### config.mk
export PLATFORM = sky130hd
export DESIGN_NAME = vga_timing_gen
export DESIGN_NICKNAME = d
export VERILOG_FILES = /design/src/rtl/vga_timing_gen.sv
export SDC_FILE = /design/constraint.sdc
export NUM_CORES = 1
export LEC_CHECK = 0
export CELL_PAD_IN_SITES_DETAIL_PLACEMENT = 0
export CELL_PAD_IN_SITES_GLOBAL_PLACEMENT = 1
export CORE_MARGIN = 2
export CORE_UTILIZATION = 38
export CTS_BUF_LIST = sky130_fd_sc_hd__clkbuf_8
export CTS_CLUSTER_SIZE = 25
export DETAILED_ROUTE_END_ITERATION = 12
export PLACE_DENSITY = 0.8
export SYNTH_ARGS = -nofsm -noshare
export SYNTH_HDL_FRONTEND = slang
export SYNTH_SLANG_ARGS = --single-unit
### constraint.sdc
create_clock -name vga_clk -period 2.2 [get_ports vga_clk]
set_clock_uncertainty 0.05 [all_clocks]
set_input_delay 0.22 -clock vga_clk [delete_from_list [all_inputs] [get_ports vga_clk]]
set_output_delay 0.22 -clock vga_clk [all_outputs]
set_load 0.01 [all_outputs]
### src/rtl/vga_timing_gen.sv
// VGA scan/pixel engine: h/v counters, framebuffer addressing, and sync/DE/RGB
// realigned to a configurable read latency, all advancing on pix_en strobes.
module vga_timing_gen #(
   parameter int unsigned H_ACTIVE = 640,
   parameter int unsigned H_FP     = 16,
   parameter int unsigned H_SYNC   = 96,
   parameter int unsigned H_BP     = 48,
   parameter int unsigned V_ACTIVE = 480,
   parameter int unsigned V_FP     = 10,
   parameter int unsigned V_SYNC   = 2,
   parameter int unsigned V_BP     = 33,
   parameter bit          HS_POL   = 1'b0,
   parameter bit          VS_POL   = 1'b0,
   parameter int unsigned PIX_LAT  = 1,
   parameter bit          SCALE    = 1'b0
) (
   input  logic        vga_clk,
   input  logic        clrn,
   input  logic        pix_en,
   input  logic [11:0] d_in,
   output logic [9:0]  row_addr,
   output logic [10:0] col_addr,
   output logic        addr_vld,
   output logic [3:0]  r,
   output logic [3:0]  g,
   output logic [3:0]  b,
   output logic        rdn,
   output logic        hsync,
   output logic        vsync,
   output logic        line_start,
   output logic        frame_start,
   output logic [7:0]  frame_cnt
);

   localparam int unsigned H_TOTAL = H_SYNC + H_BP + H_ACTIVE + H_FP;
   localparam int unsigned V_TOTAL = V_SYNC + V_BP + V_ACTIVE + V_FP;

   localparam logic [10:0] H_LAST  = 11'(H_TOTAL - 1);
   localparam logic [10:0] V_LAST  = 11'(V_TOTAL - 1);
   localparam logic [10:0] H_BEG   = 11'(H_SYNC + H_BP);
   localparam logic [10:0] V_BEG   = 11'(V_SYNC + V_BP);
   localparam logic [11:0] H_SEND  = 12'(H_SYNC);
   localparam logic [11:0] V_SEND  = 12'(V_SYNC);
   localparam logic [11:0] H_ABEG  = 12'(H_SYNC + H_BP);
   localparam logic [11:0] V_ABEG  = 12'(V_SYNC + V_BP);
   localparam logic [11:0] H_AEND  = 12'(H_SYNC + H_BP + H_ACTIVE);
   localparam logic [11:0] V_AEND  = 12'(V_SYNC + V_BP + V_ACTIVE);

   typedef struct packed {
      logic vld;
      logic hs;
      logic vs;
      logic ls;
      logic fs;
   } ctrl_t;

   logic [10:0] h_cnt, v_cnt;
   logic [10:0] col_full, row_full, col_sel, row_sel;
   logic        h_act, v_act;
   ctrl_t       ctrl0;
   ctrl_t [PIX_LAT:0]   dly;
   ctrl_t [PIX_LAT+1:0] chain;
   ctrl_t       out_c;

   always_ff @(posedge vga_clk or negedge clrn) begin
      if (!clrn) begin
         h_cnt <= '0;
         v_cnt <= '0;
      end else if (pix_en) begin
         if (h_cnt == H_LAST) begin
            h_cnt <= '0;
            v_cnt <= (v_cnt == V_LAST) ? '0 : v_cnt + 11'd1;
         end else begin
            h_cnt <= h_cnt + 11'd1;
         end
      end
   end

   always_comb begin
      h_act    = ({1'b0, h_cnt} >= H_ABEG) && ({1'b0, h_cnt} < H_AEND);
      v_act    = ({1'b0, v_cnt} >= V_ABEG) && ({1'b0, v_cnt} < V_AEND);
      col_full = h_cnt - H_BEG;
      row_full = v_cnt - V_BEG;
      col_sel  = SCALE ? (col_full >> 1) : col_full;
      row_sel  = SCALE ? (row_full >> 1) : row_full;
      ctrl0     = '0;
      ctrl0.vld = h_act && v_act;
      ctrl0.hs  = {1'b0, h_cnt} < H_SEND;
      ctrl0.vs  = {1'b0, v_cnt} < V_SEND;
      ctrl0.ls  = (h_cnt == H_BEG) && v_act;
      ctrl0.fs  = (h_cnt == H_BEG) && (v_cnt == V_BEG);
   end

   // chain[1] is the stage-1 control word, chain[PIX_LAT+1] feeds the pins;
   // this keeps PIX_LAT=0 free of empty part-selects.
   always_comb chain = {dly, ctrl0};
   assign out_c    = chain[PIX_LAT+1];
   assign addr_vld = chain[1].vld;

   always_ff @(posedge vga_clk or negedge clrn) begin
      if (!clrn) begin
         row_addr <= '0;
         col_addr <= '0;
         dly      <= '0;
      end else if (pix_en) begin
         row_addr <= row_sel[9:0];
         col_addr <= col_sel;
         dly      <= chain[PIX_LAT:0];
      end
   end

   always_ff @(posedge vga_clk or negedge clrn) begin
      if (!clrn) begin
         r           <= '0;
         g           <= '0;
         b           <= '0;
         rdn         <= 1'b1;
         hsync       <= ~HS_POL;
         vsync       <= ~VS_POL;
         line_start  <= 1'b0;
         frame_start <= 1'b0;
         frame_cnt   <= '0;
      end else if (pix_en) begin
         r           <= out_c.vld ? d_in[3:0]  : '0;
         g           <= out_c.vld ? d_in[7:4]  : '0;
         b           <= out_c.vld ? d_in[11:8] : '0;
         rdn         <= ~out_c.vld;
         hsync       <= out_c.hs ? HS_POL : ~HS_POL;
         vsync       <= out_c.vs ? VS_POL : ~VS_POL;
         line_start  <= out_c.ls;
         frame_start <= out_c.fs;
         if (out_c.fs) frame_cnt <= frame_cnt + 8'd1;
      end
   end

endmodule

==> results.sh <==
export IMPL_cts_sinks=78
export IMPL_drt_met1_wl_um=3930
export IMPL_ys_seq_area_share_pct=53.8
export IMPL_antenna_left=0
export IMPL_wirelength_um=7930
export IMPL_p_seq_share_pct=45.4
export IMPL_cp_max_fo=6
export IMPL_antennaDiodeCount=0
export IMPL_route_met2_wl_um=3350
export IMPL_hold_violations=0
export IMPL_p_int_mw=2.83
export IMPL_grt_start_max_net_pins=41
export IMPL_num_vias=2753
export IMPL_critPathArrivalTime_ns=2.30
export IMPL_htreeDepth=3
export IMPL_antenna_found_initial=0
export IMPL_port_buffers=61
export IMPL_cts_root_buf="clkbuf_8"
export IMPL_final_common_cell="dfrtp_1"
export IMPL_rows=35
export IMPL_nets=442
export IMPL_crit_end="v_cnt[3]"
export IMPL_totalPowerFinal_mw=3.92
export IMPL_worstMarginPinSlew_ns=0.522
export IMPL_first_global_vias=2717
export IMPL_avgSynthCellArea_um2=10.3
export IMPL_syn_cell_area_um2=3640
export IMPL_reg2reg_depth=6
export IMPL_clock_path_buffers=2
export IMPL_via_per_inst=4.97
export IMPL_coreArea_um2=9280
export IMPL_critical_path_buf_inv_count=1
export IMPL_fin_crit_ns=2.10
export IMPL_p_leak_nw=1.98
export IMPL_drive_gt1_share_pct=15.5
export IMPL_hpwlAfterDp_um=5530
export IMPL_ys_dominant_reg_cell="dfrtp_1"
export IMPL_crit_type="flip-flop to flip-flop"
export IMPL_clock_latency_ns=0.35
export IMPL_synthCells=352
export IMPL_cts_made_buffers=9
export IMPL_drc_errors=0
export IMPL_tritoncts="done"
export IMPL_syn_nets=374
export IMPL_die_w_um=102
export IMPL_ys_ff_latch=78
export IMPL_syn2layout_area_growth_pct=29.7
export IMPL_wl_per_cell_um=14.3
export IMPL_min_period_over_period_pct=95.7
export IMPL_ys_types=45
export IMPL_crit_path_cell_trace="inv_1 > ha_2 > or4b_4 > or3_4 > a21o_1 > a21o_1"
export IMPL_first_pass_iters=4
export IMPL_p_per_area_nw_per_um2=831
export IMPL_reg2reg_from="h_cnt[5]"
export IMPL_yosysWarnings=0
export IMPL_grt_ovfl_total=0
export IMPL_cp_startpoint="h_cnt[5]"
export IMPL_fp_dieH_um=102
export IMPL_final_cell_mix="dfrtp_1 (75), clkdlybuf4s50_1 (59), inv_1 (26), nand3_1 (26), o21ai_0 (26)"
export IMPL_critical_path_top_delay_family="simple AND/OR/NAND/NOR gates"
export IMPL_clockPowerShare_pct=31.4
export IMPL_top_layer="met4"
export IMPL_critPathLaunchType="flip-flop"
export IMPL_p_comb_share_pct=23.2
export IMPL_p_sw_mw=1.09
export IMPL_finalSetupViolCount=0
export IMPL_r2r_slack_ns=0.1
export IMPL_synth_edf_count=0
export IMPL_rsz0062_at_grt="no"
export IMPL_reg2reg_to="v_cnt[3]"
export IMPL_status="finished clean"
export IMPL_ios=62
export IMPL_grt_pass1_wl_um=13300
export IMPL_synthArstFlopShare_pct=100
export IMPL_path_clk_slew_ns=0.08
export IMPL_cp_num_cells=6
export IMPL_initial_utilization_pct=39.2
export IMPL_dieArea_um2=10400
export IMPL_wl_met3_um=507
export IMPL_cp_end_kind="flip-flop"
export IMPL_cp_required_ns=2.40
export IMPL_p_sw_share_pct=27.7
export IMPL_crit_top_cell="a21o_1"
export IMPL_grt_usage_pct=16.3
export IMPL_drtIter0Drc=126
export IMPL_finalSetupTns_ns=0
export IMPL_hold_class="input pin to flip-flop"
export IMPL_peakVddDrop_mv=0.380
export IMPL_maxSlewViolCount=0
export IMPL_cpPeakStageDelay_ns=0.51
export IMPL_cpMaxStageDelayCell="or4b_4"
export IMPL_max_slew_margin_rel_pct=65.2
export IMPL_gp_congestion=0.895
export IMPL_fmaxAchievable_mhz=475
export IMPL_maxCapViolations=0
==> cells by family after synthesis <==
group                      share of synthesized area (%)
AOI/OAI and AO/OA                                   9.98
DFF                                                 53.8
adders and majority gates                           2.41
buffers and inverters                               5.37
muxes                                               6.16
xor gates and xnor gates                            6.50
and+or+nand+nor                                     15.8
==> cell usage after synthesis, drive strengths merged, types with 3 or more instances <==
cell	n	area share [%]
xnor2	21	5.1
a31oi	4	0.69
or4	4	0.83
or3	3	0.52
o21ai	28	3.9
nand2b	3	0.52
ha	7	2.4
xor2	6	1.4
nand2	23	2.4
a21oi	12	1.7
clkbuf	15	1.5
inv	25	2.6
dfstp	3	2.2
buf	8	1.1
dfrtp	75	52
nor4	4	0.86
nand4	10	1.7
nand3	26	3.6
mux2	19	5.9
nor3	4	0.55
nor2	22	2.3
and4	3	0.72
==> state kept, by name, indices dropped and copies added (netlist names), 4 cells and up <==
name,count
col_addr,11
r,4
g,4
frame_cnt,8
chain,9
b,4
h_cnt,11
row_addr,10
v_cnt,11
==> worst min path at each step <==
stage / from / end / slack (ns) / cells past startpoint
floorplan: clrn / addr_vld / -0.13 / 0
global placement: clrn / b[0] / 0.18 / 1
detailed placement: clrn / b[2] / 0.18 / 1
CTS: pix_en / col_addr[2] / 0.21 / 2
global route: pix_en / col_addr[2] / 0.22 / 2
finish: pix_en / col_addr[2] / 0.22 / 2
==> stage by stage <==
stage / instance area (um2) / setup slack (ns) / hold WS (ns) / std cells / utilization, %
final: 4720 / 0.0954 / 0.216 / 554 / 50.8
after global placement: 4450 / 0.121 / 0.183 / 537 / 47.9
after detailed placement: 4450 / 0.0583 / 0.181 / 537 / 47.9
after floorplan: 3640 / 0.123 / -0.126 / 352 / -
after CTS: 4690 / 0.0527 / 0.211 / 554 / 50.6
after global routing: 4720 / 0.00858 / 0.225 / 554 / 50.8
==> power groups by stage <==
stage          clock network (mW)  registers, mW  logic (mW)
6_report                     1.23           1.78       0.907
5_1_grt                      1.32           1.81        1.01
4_1_cts                      1.25           1.78       0.914
3_5_place_dp                    0           1.81       0.900
3_3_place_gp                    0           1.80       0.885
2_1_floorplan                   0           1.81       0.478
==> what timing repair did <==
action	4_1_cts	5_1_grt
gates resized for setup	0	4
hold buffers	1	0
hold endpoints to repair	36	0
endpoints found under the setup margin	0	6
setup buffers	0	0
==> cell type report <==
type | count | area (um2)
clock inverter | 4 | 68.8
sequential | 78 | 1960
tap | 129 | 161
clock buffer | 12 | 165
timing repair buffer | 80 | 761
fill | 865 | 4570
inverter | 26 | 97.6
multi-input combinational | 225 | 1510
==> routing by layer <==
metal / global-route usage, % / vias to the layer above
met5: 0 / -
met4: 7.38 / 0
met3: 3.56 / 13
met2: 24.3 / 80
met1: 22.7 / 1308
li1: - / 1352
(Power assumes the default switching activity.)
